[src/rtl/regfile_wb_arbiter_pkg.sv]
// Shared types and constants for the register-file writeback arbiter.
// The per-register busy scoreboard is built only when RFARB_SCOREBOARD_EN is defined.
package rf_ctrl_pkg;

    localparam int XLEN     = 32;
    localparam int AW       = 5;
    localparam int NUM_REGS = 32;

    // One writeback request: destination register and the value to write.
    typedef struct packed {
        logic [AW-1:0]   waddr;
        logic [XLEN-1:0] wdata;
    } wb_req_t;

endpackage

[src/rtl/regfile_wb_arbiter_if.sv]
// Writeback bus between the requesters and the arbiter, plus the register
// file write triple and the debug grant index.
//
// Handshake: a source raises req_valid[i] with req_waddr[i]/req_wdata[i] and
// holds all three stable until req_ready[i]. The transfer happens at the
// posedge where req_valid[i] & req_ready[i] are both high. A source may drop
// req_valid before it is granted, in which case nothing is written.
interface regfile_wb_arbiter_if #(
    parameter int NUM_REQ = 3,
    parameter int XLEN    = rf_ctrl_pkg::XLEN,
    parameter int AW      = rf_ctrl_pkg::AW
);
    localparam int GW = $clog2(NUM_REQ);

    logic [NUM_REQ-1:0]           req_valid;
    logic [NUM_REQ-1:0]           req_ready;
    logic [NUM_REQ-1:0][AW-1:0]   req_waddr;
    logic [NUM_REQ-1:0][XLEN-1:0] req_wdata;
    logic                         rf_reg_wr;
    logic [AW-1:0]                rf_waddr;
    logic [XLEN-1:0]              rf_wdata;
    logic [GW-1:0]                grant_idx;

    modport slave (
        input  req_valid, req_waddr, req_wdata,
        output req_ready, rf_reg_wr, rf_waddr, rf_wdata, grant_idx
    );

    modport master (
        output req_valid, req_waddr, req_wdata,
        input  req_ready, rf_reg_wr, rf_waddr, rf_wdata, grant_idx
    );

endinterface

[src/rtl/regfile_wb_arbiter_rr_arbiter.sv]
// Round-robin arbiter: the search starts at the pointer and wraps; the pointer
// moves just past the winner whenever a grant is taken.
module rr_arbiter #(
    parameter int N = 3
) (
    input  logic         clk,
    input  logic         reset,
    input  logic [N-1:0] req,
    input  logic         advance,
    output logic [N-1:0] gnt
);
    localparam int PW = $clog2(N);

    logic [PW-1:0] ptr_q;
    logic [PW-1:0] ptr_d;
    logic [PW-1:0] win_idx;
    logic [PW-1:0] idx;
    logic          found;

    // Priority search from the pointer, first asserted request wins.
    always_comb begin
        gnt     = '0;
        win_idx = '0;
        found   = 1'b0;
        idx     = '0;
        for (int i = 0; i < N; i++) begin
            idx = PW'((int'(ptr_q) + i) % N);
            if (!found && req[idx]) begin
                gnt[idx] = 1'b1;
                win_idx  = idx;
                found    = 1'b1;
            end
        end
        ptr_d = (int'(win_idx) == N - 1) ? '0 : win_idx + 1'b1;
    end

    // Pointer moves past the winner on a grant, holds otherwise.
    always_ff @(posedge clk or negedge reset) begin
        if (!reset) begin
            ptr_q <= '0;
        end else if (advance) begin
            ptr_q <= ptr_d;
        end
    end

endmodule

[src/rtl/regfile_wb_arbiter.sv]
// Shares the register file write port among NUM_REQ writeback sources with a
// round-robin grant and a registered reg_wr/waddr/wdata triple.
// Define RFARB_SCOREBOARD_EN to build the per-register busy scoreboard used
// by the issue stage to stall on pending writebacks.
module regfile_wb_arbiter #(
    parameter int NUM_REQ = 3,
    parameter int XLEN    = rf_ctrl_pkg::XLEN,
    parameter int AW      = rf_ctrl_pkg::AW
) (
    input  logic                  clk,
    input  logic                  reset,
    regfile_wb_arbiter_if.slave   wb,
    input  logic                  claim_valid,
    input  logic [AW-1:0]         claim_addr,
    input  logic [AW-1:0]         qaddr1,
    input  logic [AW-1:0]         qaddr2,
    output logic                  busy1,
    output logic                  busy2
);
    import rf_ctrl_pkg::*;

    localparam int GW = $clog2(NUM_REQ);

    logic [NUM_REQ-1:0] gnt;
    logic               granted;
    wb_req_t            sel;
    logic [GW-1:0]      sel_idx;

    logic               rf_reg_wr_q;
    logic [AW-1:0]      rf_waddr_q;
    logic [XLEN-1:0]    rf_wdata_q;
    logic [GW-1:0]      grant_idx_q;

    rr_arbiter #(.N(NUM_REQ)) u_arb (
        .clk     (clk),
        .reset   (reset),
        .req     (wb.req_valid),
        .advance (granted),
        .gnt     (gnt)
    );

    // The register file never backpressures, so the grant is the ready.
    assign wb.req_ready = gnt;
    assign granted      = |gnt;

    // Mux the winning source's request.
    always_comb begin
        sel     = '0;
        sel_idx = '0;
        for (int i = 0; i < NUM_REQ; i++) begin
            if (gnt[i]) begin
                sel.waddr = wb.req_waddr[i];
                sel.wdata = wb.req_wdata[i];
                sel_idx   = GW'(i);
            end
        end
    end

    // Register the write triple; x0 targets are accepted but never written.
    always_ff @(posedge clk or negedge reset) begin
        if (!reset) begin
            rf_reg_wr_q <= 1'b0;
            rf_waddr_q  <= '0;
            rf_wdata_q  <= '0;
            grant_idx_q <= '0;
        end else if (granted) begin
            rf_reg_wr_q <= (sel.waddr != '0);
            rf_waddr_q  <= sel.waddr;
            rf_wdata_q  <= sel.wdata;
            grant_idx_q <= sel_idx;
        end else begin
            rf_reg_wr_q <= 1'b0;
        end
    end

    assign wb.rf_reg_wr = rf_reg_wr_q;
    assign wb.rf_waddr  = rf_waddr_q;
    assign wb.rf_wdata  = rf_wdata_q;
    assign wb.grant_idx = grant_idx_q;

`ifdef RFARB_SCOREBOARD_EN
    logic [NUM_REGS-1:0] busy_q;
    logic [NUM_REGS-1:0] busy_d;

    // Clear on the committing write, then set on a claim so a same-cycle claim wins.
    always_comb begin
        busy_d = busy_q;
        if (rf_reg_wr_q) begin
            busy_d[rf_waddr_q] = 1'b0;
        end
        if (claim_valid && (claim_addr != '0)) begin
            busy_d[claim_addr] = 1'b1;
        end
    end

    // Busy vector state.
    always_ff @(posedge clk or negedge reset) begin
        if (!reset) begin
            busy_q <= '0;
        end else begin
            busy_q <= busy_d;
        end
    end

    // The write in flight this cycle is not yet readable, so it still counts as busy.
    assign busy1 = (qaddr1 != '0) &&
                   (busy_q[qaddr1] || (rf_reg_wr_q && (rf_waddr_q == qaddr1)));
    assign busy2 = (qaddr2 != '0) &&
                   (busy_q[qaddr2] || (rf_reg_wr_q && (rf_waddr_q == qaddr2)));
`else
    logic unused_sb_inputs;
    assign unused_sb_inputs = ^{claim_valid, claim_addr, qaddr1, qaddr2};
    assign busy1 = 1'b0;
    assign busy2 = 1'b0;
`endif

endmodule

[src/flat_wrapper.sv]
// flat-port wrapper written by rule: the top's interface ports become plain ports
module regfile_wb_arbiter_flat import rf_ctrl_pkg::*;
#(
    parameter int NUM_REQ = 3,
    parameter int XLEN    = rf_ctrl_pkg::XLEN,
    parameter int AW      = rf_ctrl_pkg::AW
)
  (clk, reset, claim_valid, claim_addr, qaddr1, qaddr2, busy1, busy2, wb_req_valid, wb_req_waddr, wb_req_wdata, wb_req_ready, wb_rf_reg_wr, wb_rf_waddr, wb_rf_wdata, wb_grant_idx);
  regfile_wb_arbiter_if #(.NUM_REQ(NUM_REQ), .XLEN(XLEN), .AW(AW)) wb_i ();
  input  logic clk;
  input  logic reset;
  input  logic claim_valid;
  input  logic [AW-1:0] claim_addr;
  input  logic [AW-1:0] qaddr1;
  input  logic [AW-1:0] qaddr2;
  output logic busy1;
  output logic busy2;
  input wire logic [$bits(wb_i.req_valid)-1:0] wb_req_valid;
  input wire logic [$bits(wb_i.req_waddr)-1:0] wb_req_waddr;
  input wire logic [$bits(wb_i.req_wdata)-1:0] wb_req_wdata;
  output wire logic [$bits(wb_i.req_ready)-1:0] wb_req_ready;
  output wire logic [$bits(wb_i.rf_reg_wr)-1:0] wb_rf_reg_wr;
  output wire logic [$bits(wb_i.rf_waddr)-1:0] wb_rf_waddr;
  output wire logic [$bits(wb_i.rf_wdata)-1:0] wb_rf_wdata;
  output wire logic [$bits(wb_i.grant_idx)-1:0] wb_grant_idx;
  assign wb_i.req_valid = wb_req_valid;
  assign wb_i.req_waddr = wb_req_waddr;
  assign wb_i.req_wdata = wb_req_wdata;
  assign wb_req_ready = wb_i.req_ready;
  assign wb_rf_reg_wr = wb_i.rf_reg_wr;
  assign wb_rf_waddr = wb_i.rf_waddr;
  assign wb_rf_wdata = wb_i.rf_wdata;
  assign wb_grant_idx = wb_i.grant_idx;
  regfile_wb_arbiter #(.NUM_REQ(NUM_REQ), .XLEN(XLEN), .AW(AW)) u_core (.clk(clk), .reset(reset), .wb(wb_i), .claim_valid(claim_valid), .claim_addr(claim_addr), .qaddr1(qaddr1), .qaddr2(qaddr2), .busy1(busy1), .busy2(busy2));
endmodule
[config.mk]
export PLATFORM = sky130hd
export DESIGN_NAME = regfile_wb_arbiter_flat
export DESIGN_NICKNAME = d
export VERILOG_FILES = /design/src/rtl/regfile_wb_arbiter_pkg.sv /design/src/rtl/regfile_wb_arbiter_if.sv /design/src/rtl/regfile_wb_arbiter_rr_arbiter.sv /design/src/rtl/regfile_wb_arbiter.sv /design/src/flat_wrapper.sv
export SDC_FILE = /design/constraint.sdc
export NUM_CORES = 1
export LEC_CHECK = 0
export CORE_UTILIZATION = 34
export DETAILED_ROUTE_END_ITERATION = 10
export PLACE_DENSITY = 0.78
export SYNTH_ARGS = -nofsm -noshare
export SYNTH_HDL_FRONTEND = slang
export SYNTH_SLANG_ARGS = --single-unit
[constraint.sdc]
create_clock -name clk -period 3.45 [get_ports clk]
set_clock_uncertainty 0.15 [all_clocks]
set_input_delay 0.5175 -clock clk [delete_from_list [all_inputs] [get_ports clk]]
set_output_delay 0.5175 -clock clk [all_outputs]
set_load 0.02 [all_outputs]
---- Word-level counts from Yosys, hierarchy flattened ----
Cells that the tools add are included.
Widths: inputs -> output; s select.
storage, ports and cells
  register bits after elaboration ......... 42
  output and inout port bits .............. 45
  logic and storage cells ................. 56
cells by class
  add/subtract/negate cells ............... 3
  divide/modulo/power cells ............... 3
  magnitude comparators ................... 6
  equality and inequality tests ........... 1
  mux-type cells .......................... 27
  bitwise gates (word level) .............. 2
  reductions and logical operators ........ 9
operator list
  kind                   number
  $mux 37                3
  $mod 32x3->32 const B  2
  $mod 3x3->32 const B   1
  $mux 1                 10
  $mux 2                 5
  $lt 2x3->1 const B     3
  $mux 3                 3
  $bmux 1 s2             3
  $demux 1 s2            3
  $ge 2x1->1 const B     3
  $or 3x3->3             2
  $logic_and 1x1->1      5
  $reduce_bool 5->1      1
  $add 2x1->3 const B    1
  $add 2x2->3 const B    1
  $reduce_or 3->1        1
  $add 2x1->2 const B    1
  $eq 2x2->1 const B     1
  $logic_not 1->1        2

---- Logic depth before layout (Yosys ltp) ----
  depth in word-level cells ............... 15
  gate-level depth with buffers ........... 13

---- Modules after synthesis ----
Synthesis repeated with hierarchy kept, for this count alone.
second synthesis, totals
  cell total of the unflattened synthesis .. 241
  area, all modules ....................... 2302.2 µm²
modules (own cells, without submodules)
  module              instances  cells an instance  area an instance (µm²)  seq. area each (µm²)
  regfile_wb_arbiter  1          190                1903.1                  1001.0
  rr_arbiter          1          51                 399.1                   50.0

---- Least setup slack after synthesis ----
No wires, ideal clock.
  kind .................................... register to register
  start ................................... reg u_core.u_arb.ptr_q[1]
  end ..................................... reg u_core.rf_reg_wr_q, in the netlist u_core.wb.rf_reg_wr
  setup time .............................. 0.139 ns
  data arrival time ....................... 2.603 ns
  slack ................................... 0.558 ns
  cell stages (with the launch flop) ...... 11
  buffers on the path ..................... 1
  clock period less this slack ............ 2.892 ns
  cells stage by stage .................... dfrtp_1 -> inv_1 -> ha_1 -> buf_2 -> mux2_4 -> mux2_2 -> a32o_1 -> o21ai_4 -> o221ai_1 -> a22o_1 -> or4_1
between the ends
  word-level cells in the longest chain between the ends .. 15
  elaborated cells on any way between the ends .. 43
ends and longest elaborated chain
  element                                                                  RTL line                             source
  from (decl)                                                              regfile_wb_arbiter_rr_arbiter.sv:14  logic [PW-1:0] ptr_q;
  from (signal assigned)                                                   regfile_wb_arbiter_rr_arbiter.sv:42  ptr_q <= ptr_d;
  $add 2x1->3 / $mod 3x3->32 (equally long branches)                       regfile_wb_arbiter_rr_arbiter.sv:27  idx = PW'((int'(ptr_q) + i) % N);
  $mod 32x3->32, or another cell as far along                              regfile_wb_arbiter_rr_arbiter.sv:27
  $lt 2x3->1 (implied by the code), or another cell as far along           regfile_wb_arbiter_rr_arbiter.sv:29  gnt[idx] = 1'b1;
  $logic_and 1x1->1 (implied by the code), or another cell as far along    regfile_wb_arbiter_rr_arbiter.sv:29
  $mux 1 (implied by the code), or another cell as far along               regfile_wb_arbiter_rr_arbiter.sv:29
  $demux 1 s2, or another cell as far along                                regfile_wb_arbiter_rr_arbiter.sv:29
  $or 3x3->3 (no source line) / $mux 1 (equally long branches)             -
  $mux 3 / $logic_not 1->1 (equally long branches)                         regfile_wb_arbiter_rr_arbiter.sv:28  if (!found && req[idx]) begin
  $or 3x3->3 (no source line) / $logic_and 1x1->1 (equally long branches)  -
  $mux 3 (*)                                                               regfile_wb_arbiter_rr_arbiter.sv:28
  $mux 37 (3 in a row)                                                     regfile_wb_arbiter.sv:51             if (gnt[i]) begin
  $reduce_bool 5->1                                                        regfile_wb_arbiter.sv:67             rf_reg_wr_q <= (sel.waddr != '0);
  $mux 1 (*)                                                               regfile_wb_arbiter.sv:66             end else if (granted) begin
  to (signal assigned)                                                     regfile_wb_arbiter.sv:67
  to (decl)                                                                regfile_wb_arbiter.sv:29             logic rf_reg_wr_q;
Mark *: on every way between the ends. The rest lies on a longest branch, timed or not. The select of a mux whose other input is x is not followed.
A chain may end at the register's enable or synchronous reset.

---- Worst setup path in the final report ----
  start ................................... reg u_core.u_arb.ptr_q[1]
  end ..................................... out wb_req_ready[0]
between the ends
  word-level cells in the longest chain between the ends .. 10
  elaborated cells on any way between the ends .. 37
ends and longest elaborated chain
  element                                                                  RTL line                             source
  $add 2x1->3 / $mod 3x3->32 (equally long branches)                       regfile_wb_arbiter_rr_arbiter.sv:27
  $mod 32x3->32, or another cell as far along                              regfile_wb_arbiter_rr_arbiter.sv:27
  $lt 2x3->1 (implied by the code), or another cell as far along           regfile_wb_arbiter_rr_arbiter.sv:29
  $logic_and 1x1->1 (implied by the code), or another cell as far along    regfile_wb_arbiter_rr_arbiter.sv:29
  $mux 1 (implied by the code), or another cell as far along               regfile_wb_arbiter_rr_arbiter.sv:29
  $demux 1 s2, or another cell as far along                                regfile_wb_arbiter_rr_arbiter.sv:29
  $or 3x3->3 (no source line) / $mux 1 (equally long branches)             -
  $mux 3 / $logic_not 1->1 (equally long branches)                         regfile_wb_arbiter_rr_arbiter.sv:28
  $or 3x3->3 (no source line) / $logic_and 1x1->1 (equally long branches)  -
  $mux 3 (*)                                                               regfile_wb_arbiter_rr_arbiter.sv:28
  to (decl)                                                                flat_wrapper.sv:21                   output wire logic [$bits(wb_i.req_ready)-1:0] wb_req_ready;
Marked as above.

==> flow_metrics.tcl <==
set metrics [dict create \
    status "complete, no violations" \
    synthAdderAreaFrac_pct 1.98 \
    wl_per_cell_um 15.4 \
    start_kind "flop" \
    htree_levels 2 \
    diodes 0 \
    cts_sinks 42 \
    clock_path_buffers 2 \
    powerDensity_nw_per_um2 1160 \
    worst_setup_path_end_kind "output pin" \
    drc 0 \
    die_h_um 88.2 \
    finalHoldViolCount 0 \
    cap_violations 0 \
    ant_nets 0 \
    fillers 668 \
    drt-initial-drc-count 141 \
    async_flop_share_pct 100 \
    grt_pass1_vias 2666 \
    final_common_cell "clkdlybuf4s50_1" \
    gp_congestion 0.813 \
    firstDrtPassIters 4 \
    multiInputGateArea_um2 1320 \
    synth_area_leader_cell "dfrtp_1" \
    hold_slack_ps 225 \
    cts_buffers 5 \
    post-route-util_pct 59.9 \
    num_vias 2823 \
    yosys.area_share.xor_xnor_pct 0 \
    worst_pin_slew_ps 979 \
    antenna_found_initial 0 \
    power.leakage_nw 1.69 \
    critPathArrivalTime_ps 2710 \
    die_width_um 88.2 \
    cts_hold_buf 0 \
    initial_core_util_pct 35.0 \
    grt.overflow.total 0 \
    syn2layout_area_growth_pct 70.9 \
    netlist_instances 283 \
    hpwl_mm 5.89 \
    max_slew_margin_pct 34.8 \
    die-area_um2 7780 \
    period_minus_slack_ps 3380 \
    rsz0062_at_grt "yes" \
    ys_seq_area_share_pct 41.6 \
    synth_compound_area_share_pct 29.1 \
    synth_ff_type "dfrtp_1" \
    synth-simple-area-share_pct 18.2 \
    core-area_um2 7210 \
    netlist_area_um2 2530 \
    yosysWarnings 0 \
    grt_first_pass_wirelength_mm 12.7 \
    placed_area_um2 4200 \
    synth_top_family_by_area "compound AO/OA/AOI/OAI gates" \
    grt_max_degree 52 \
    clk_pin_slew_ps 90 \
    drive_above_1_share_pct 14.7 \
    yosysTopAreaCellShare_pct 41.6 \
    clk_latency_ps 290 \
    finalMaxSlewViolations 0 \
    synth-seq-cells 42 \
    yosys-top-cells-area "dfrtp_1 42%, o221a_2 14%, o21ai_0 7.1%, nor3_1 6.5%, nor2_1 5.8%" \
    cts_tree "yes" \
    ir_drop_uv 748 \
    avgSynthCellArea_um2 8.93 \
    critPathKind "reg2out" \
    layout.area.seq_um2 1050 \
    finalCritPeriodShare_pct 97.9 \
    final_design_area_no_fill_um2 4320 \
    setup_viol 0 \
    r2r_slack_ps 200 \
    port-buffer-count 158 \
    max_clock_freq_mhz 296 \
    root_buffer "clkbuf_8" \
    viasPerCell 5.29 \
    critical_path_required_ps 2780 \
    critical_path.max_fanout 7 \
    synth_edf_count 0 \
    hold_path_class "in2async" \
    yosysUniqueCellTypes 39 \
    muxShareOfSynthArea_pct 2.28 \
    layout_common_cells "156 x clkdlybuf4s50_1, 42 x dfrtp_1, 39 x nor2_1" \
    finalWirelength_mm 8.21 \
    final_nets 570 \
    num_rows 31 \
    cts_setup_buffers 0 \
    gr-usage-all-layers_pct 20.7 \
    ios 177 \
]
[state kept, by name (all words and copies together), names as in the netlist]
signal and flops:
u_core.u_arb.ptr_q 2, u_core.wb.grant_idx 2, u_core.wb.rf_reg_wr 1, u_core.wb.rf_waddr 5
u_core.wb.rf_wdata 32
[stage by stage]
stage	instances	total power, mW	setup TNS, ps	worst slack, ps
3_5_place_dp	526	4.63	0	51.9
6_report	534	5.00	0	74.0
2_1_floorplan	284	3.37	0	558
4_1_cts	534	5.02	0	43.9
3_3_place_gp	526	4.54	0	70.7
5_1_grt	534	5.40	-30.7	-24.0
[routing by layer]
layer	track usage [%]	wire, um
met1	25.9	3360
met2	37.1	4270
met3	3.39	509
met4	5.13	68
met5	0	0
[synth_stat cells, drive strengths merged (3+ instances only)]
cell and number:
dfrtp 42, nor2 39, o21ai 38, nor3 33
o221a 32, buf 14, clkbuf 14, inv 10
nand2 10, nand3 6, a21o 4, ha 4
a21oi 3, a22o 3, a31oi 3, mux2 3
nand2b 3, nand3b 3
[layout make-up]
type	count	share of cell area, %
Clock buffer	6	1.68
Clock inverter	2	0.869
Inverter	10	0.869
Multi-Input combinational cell	204	30.6
Sequential cell	42	24.3
Tap cell	99	2.87
Timing Repair Buffer	171	38.7
[power by group]
group	switching [mW]	internal (mW)	leakage (nW)
registers	0.140	0.785	0.472
logic	1.97	1.72	1.17
clock network	0.171	0.216	0.0514
total	2.28	2.72	1.69
[critical path, stage by stage (launching register included)]
cell	delay, ps
dfrtp_1	420
inv_1	90
ha_2	280
mux2_4	350
o31ai_2	280
a32o_1	270
o21ai_4	70
inv_2	50
clkdlybuf4s50_1	600
[repair_timing]
item	CTS	global route
endpoints found under the setup margin	2	3
pin swaps	0	0
endpoints found under the hold margin	0	0
gates resized for setup	2	3
[path summary, 6_finish.rpt]
path / start / endpoint / cells after the start
max reg2reg: u_core.u_arb.ptr_q[1]$_DFFE_PN0P_ / u_core.wb.rf_reg_wr$_DFF_PN0_ / 10
min reg2reg: u_core.wb.rf_waddr[4]$_DFFE_PN0P_ / u_core.wb.rf_waddr[4]$_DFFE_PN0P_ / 1
max: u_core.u_arb.ptr_q[1]$_DFFE_PN0P_ / wb_req_ready[0] / 8
max in group asynchronous: reset / u_core.wb.rf_waddr[1]$_DFFE_PN0P_ / 1
min: reset / u_core.wb.rf_wdata[17]$_DFFE_PN0P_ / 1
min in group clk: u_core.wb.rf_waddr[4]$_DFFE_PN0P_ / u_core.wb.rf_waddr[4]$_DFFE_PN0P_ / 1
[cell families after synthesis]
logic type,count (synthesis)
and+or+nand+nor,100
AOI/OAI and AO/OA,93
DFF,42
buffers and inverters,38
muxes,5
adders and majority gates,4
other,1
(Power assumes the default switching activity.)
==> RTL change 1, RTL diff (same settings) <==
The package constant `AW` goes from 5 to 4.
--- a/src/rtl/regfile_wb_arbiter_pkg.sv
+++ b/src/rtl/regfile_wb_arbiter_pkg.sv
@@ -4,5 +4,5 @@
 
     localparam int XLEN     = 32;
-    localparam int AW       = 5;
+    localparam int AW       = 4;
     localparam int NUM_REGS = 32;
 
Ports: changed (5 resized); port bits go from 177 to 170. No check against the original RTL was run, so the function may have changed too.
==> RTL change 1 against the original RTL <==
  * Hold slack better by 0.0025 ns
  * Synthesized area down 5.3%
  * Sequential cell count down 1
  * Clock power grew 3%
  * Combinational power shrank 8.4%
  * Fmax is 2.7% higher
  * Worst setup slack better by 0.090 ns
  * Design area is 4.0% lower
  * Power down 6.6%
  * Wire length decreased by 1.7%
  * Largest cell class unchanged
==> RTL change 1: results (changes against the original RTL) <==
yosys:
  synth_commonest_cells: "dfrtp_1, a21oi_1, o21ai_0"
  synth_area_leaders: "dfrtp_1, o22ai_1, or3_1, a21oi_1, o21ai_0"
  yosysSeqAreaShare_pct: 42.9  # +1.3 points
  ys_async_sr_fraction_pct: 100  # unchanged
  ys_types: 37  # -5.1%
finish:
  drive_gt1_share_pct: 6.84  # -7.9 points
  diodes: 0  # unchanged
  finalNetCount: 553  # -3.0%
  n_fill_cell: 594  # -11%
  multi_input_area_mm2: 0.00119  # -9.7%
worst_setup_path:
  rrSetupSlack_ns: 0.21
  cp-endpoint: "wb_req_ready[1]"
  cp.arrival_ns: 2.62  # -0.09 ns
  critPathMaxFanout: 4  # -3
  r2r_end: "u_core.wb.rf_reg_wr"
  worst_r2r_path_depth: 10  # unchanged
hold_path:
  worstHoldPathType: "primary input to async pin"
global_route:
  antenna_found_initial: 0  # unchanged
  grt_first_pass_wirelength_mm: 12.8  # +0.65%
  grt_pass1_vias: 2615  # -1.9%
  grt_usage_pct: 22.1  # +1.4 points
  grt_max_degree: 76  # +46%
  gr-total-overflow: 0  # unchanged
place:
  portBuffers: 154  # -2.5%
  place_hpwl_mm: 5.74  # -2.4%
  dp_worst_setup_slack_ns: 0.0286  # -0.0233 ns
  place.gp.congestion: 0.929  # +14%
  placed_area_mm2: 0.00403  # -4.0%
timing:
  max-slew-margin-rel_pct: 36.5  # +1.8 points
  max_freq_ghz: 0.304  # +2.7%
route:
  dr.pass1.iters: 4  # unchanged
  dr.first_iter.drc_count: 94  # -33%
  routedWlPerCell_um: 15.5  # +0.94%
  viasPerCell: 5.21  # -1.5%
clock_network:
  clk_pin_slew_ns: 0.08
  cts_root_buffer: "clkbuf_8"
  htreeDepth: 2  # unchanged
  ctsLongestPathBuffers: 2  # unchanged
run_status:
  status: "finished clean"
power_and_ir_drop:
  leakagePower_uw: 0.00165  # -2.5%
  ir_drop_mv: 1.26  # +69%
## RTL change 1: cell count changes in the layout (fill, tap and decap cells not counted), sizes merged, moves of 3 or more
cell and delta:
o22ai +33, a22o -3, nor2 -28, nand2b -3, clkdlybuf4s50 -6, o221a -32
nor3 -33, a21oi +32, or3 +32, o21ai -3
## RTL change 1: worst min-delay path by stage
stage	startpoint	end	slack, ns	cells after the start
after floorplan	reset	u_core.u_arb.ptr_q[0]	0.07	0
after global placement	u_core.wb.rf_waddr[1]	u_core.wb.rf_waddr[1]	0.32	1
after detailed placement	u_core.wb.rf_waddr[0]	u_core.wb.rf_waddr[0]	0.32	1
after CTS	reset	u_core.wb.rf_wdata[11]	0.26	1
after global routing	reset	u_core.wb.rf_waddr[0]	0.31	1
final	reset	u_core.wb.rf_wdata[8]	0.23	1
## RTL change 1: layout make-up
class | count | area share (%)
multi-input cells | 200 | 28.8
well taps | 96 | 2.90
clock inverters | 1 | 0.724
flip-flops and latches | 41 | 24.8
clock buffers | 7 | 2.08
repair buffers | 167 | 40.0
inverters | 8 | 0.724
## RTL change 1: metrics by stage
stage          std cells  total power [µW]
2_1_floorplan        277              3070
3_3_place_gp         512              4230
3_5_place_dp         512              4320
4_1_cts              520              4710
5_1_grt              520              5070
6_report             520              4670
## RTL change 1: timing repair
action / CTS / global route
gates resized for setup: 2 / 1
setup buffers: 0 / 0
hold buffers: 0 / 0
setup endpoints to repair: 2 / 1
## RTL change 1: where the power goes
part / total [µW] / internal, µW / switching [µW]
clock: 400 / 236 / 164
combinational: 3370 / 1470 / 1900
sequential: 893 / 767 / 126
total: 4670 / 2470 / 2190
## RTL change 1: metal layers
layer	track usage, %	wire (µm)	share of wire (%)
met5	0	0	0
met4	2.42	26	0.32
met3	5.29	551	6.8
met2	40.6	4120	51
met1	26.8	3380	42
## RTL change 1: worst max-delay path: stages (launching register included)
cell and delay (ns):
dfrtp_1 0.42, inv_1 0.09, ha_1 0.21, mux2_4 0.32, or4_1 0.46, and3_1 0.20, or2_4 0.23, inv_1 0.07
dlygate4sd2_1 0.33
## RTL change 1: kinds of logic (layout without fill, tap and decap cells)
group,after synthesis,in the layout,synth area share [%]
compound gates,120,120,28.6
mux,4,4,1.94
other cells,1,2,0.157
fa+ha+maj,4,4,2.09
buf+inv,36,183,7.38
flops,41,41,42.9
simple gates,70,70,17.0
==> RTL change 2, RTL diff (same settings) <==
Made on the original files. Add a define of `RFARB_SCOREBOARD_EN`.
--- a/src/rtl/regfile_wb_arbiter.sv
+++ b/src/rtl/regfile_wb_arbiter.sv
@@ -3,4 +3,6 @@
 // Define RFARB_SCOREBOARD_EN to build the per-register busy scoreboard used
 // by the issue stage to stall on pending writebacks.
+`define RFARB_SCOREBOARD_EN
+
 module regfile_wb_arbiter #(
     parameter int NUM_REQ = 3,
Formal check against the unedited RTL: not equivalent (a bounded check fails within 4 cycles, from zero or initial values and one cycle with reset low).
==> RTL change 2 against the original RTL <==
  * Hold slack got worse by 0.067 ns
  * Global-route usage rose by 2.2 points
  * Sequential cell count rose by 32
  * Synthesized area rose by 74%
  * Non-clock buffer count rose by 29
  * First-iteration DRC count rose by 91%
  * Wire length rose by 79%
  * Worst setup slack improved by 0.012 ns
  * Power rose by 37%
  * Core utilization fell by 6.6 points
  * Design area rose by 56%
  * Die area rose by 72%
  * Sequential power rose by 85%
  * Critical endpoint is now busy1
  * Largest cell class is now multi-input combinational cells
  * Largest power group unchanged
==> RTL change 2: results (changes against the original RTL) <==
run_status:
  status: "finished clean"
place:
  portBuffers: 176  # +11%
  placed_area_mm2: 0.00641  # +53%
  place_hpwl_mm: 10.7  # +82%
  dp.cells: 790  # +50%
yosys:
  synth.avg_cell_area_um2: 9.63  # +7.9%
  synth_compound_area_share_pct: 25.2  # -3.9 points
  synth_mux_area_share_pct: 11.2  # +8.9 points
  synth-xor-area-share_pct: 1.99  # +2.0 points
  synth_area_leaders: "dfrtp_1, o21ai_0, mux4_2, o22ai_1, or3_1"
global_route:
  grt_first_pass_wirelength_mm: 23.2  # +82%
  grt_usage_pct: 22.9  # +2.2 points
  grtUsageMet1_pct: 25.3  # -0.52 points
  grt_max_degree: 75  # +44%
  grt_pass1_vias: 4583  # +72%
route:
  wl_met3_mm: 1.17  # +130%
  viasPerCell: 5.64  # +6.7%
  routed_wl_mm: 14.7  # +79%
finish:
  n_fill_cell: 1151  # +72%
  finalNetCount: 765  # +34%
worst_setup_path:
  crit_family: "multiplexers"
clock_network:
  cts_made_buffers: 9  # +4
  clk_pin_slew_ns: 0.05  # -0.04 ns
  htreeDepth: 3  # +1
  cts_root_buffer: "clkbuf_16"
power_and_ir_drop:
  ir_drop_mv: 0.460  # -39%
  leakagePower_uw: 0.00257  # +52%
[RTL change 2: where the power goes]
group | internal [µW] | total (µW) | switching, µW
Combinational | 1900 | 4250 | 2350
Clock | 547 | 903 | 356
Sequential | 1340 | 1710 | 367
Total | 3790 | 6870 | 3070
[RTL change 2: cell type report]
type / count / area [µm²] / share of cell area (%)
Sequential cell: 74 / 1850 / 27.6
Inverter: 6 / 22.5 / 0.335
Clock inverter: 3 / 21.3 / 0.317
Tap cell: 172 / 215 / 3.20
Timing Repair Buffer: 200 / 1970 / 29.4
Clock buffer: 13 / 270 / 4.02
Multi-Input combinational cell: 338 / 2360 / 35.1
[RTL change 2: worst paths after layout]
| kind | from | to | slack, ns | cells after the start |
|---|---|---|---|---|
| setup / recovery | qaddr1[0] | busy1 | 0.09 | 7 |
| hold / removal | reset | u_core.u_arb.ptr_q[0] | 0.16 | 1 |
| setup reg to reg | u_core.u_arb.ptr_q[1] | u_core.wb.rf_reg_wr | 0.23 | 11 |
| hold reg to reg | u_core.wb.grant_idx[1] | u_core.wb.grant_idx[1] | 0.34 | 2 |
| max in group asynchronous | reset | u_core.wb.rf_wdata[14] | 2.40 | 1 |
| min in group clk | u_core.wb.grant_idx[1] | u_core.wb.grant_idx[1] | 0.34 | 2 |
[RTL change 2: what timing repair did]
action / in CTS / in global routing
endpoints found under the hold margin: 0 / 0
resized for setup: 5 / 8
setup endpoints to repair: 4 / 4
pin swaps: 0 / 1
[RTL change 2: worst reg2reg max path, stage by stage, from the launching register on]
cell and delay, ns:
dfrtp_1 0.41, inv_1 0.10, ha_2 0.30, buf_4 0.18, nor2b_4 0.04, a2111oi_4 0.30, a211oi_2 0.12, or2_1 0.28
inv_1 0.20, nor3_1 0.10, or4_1 0.50, or4_1 0.41
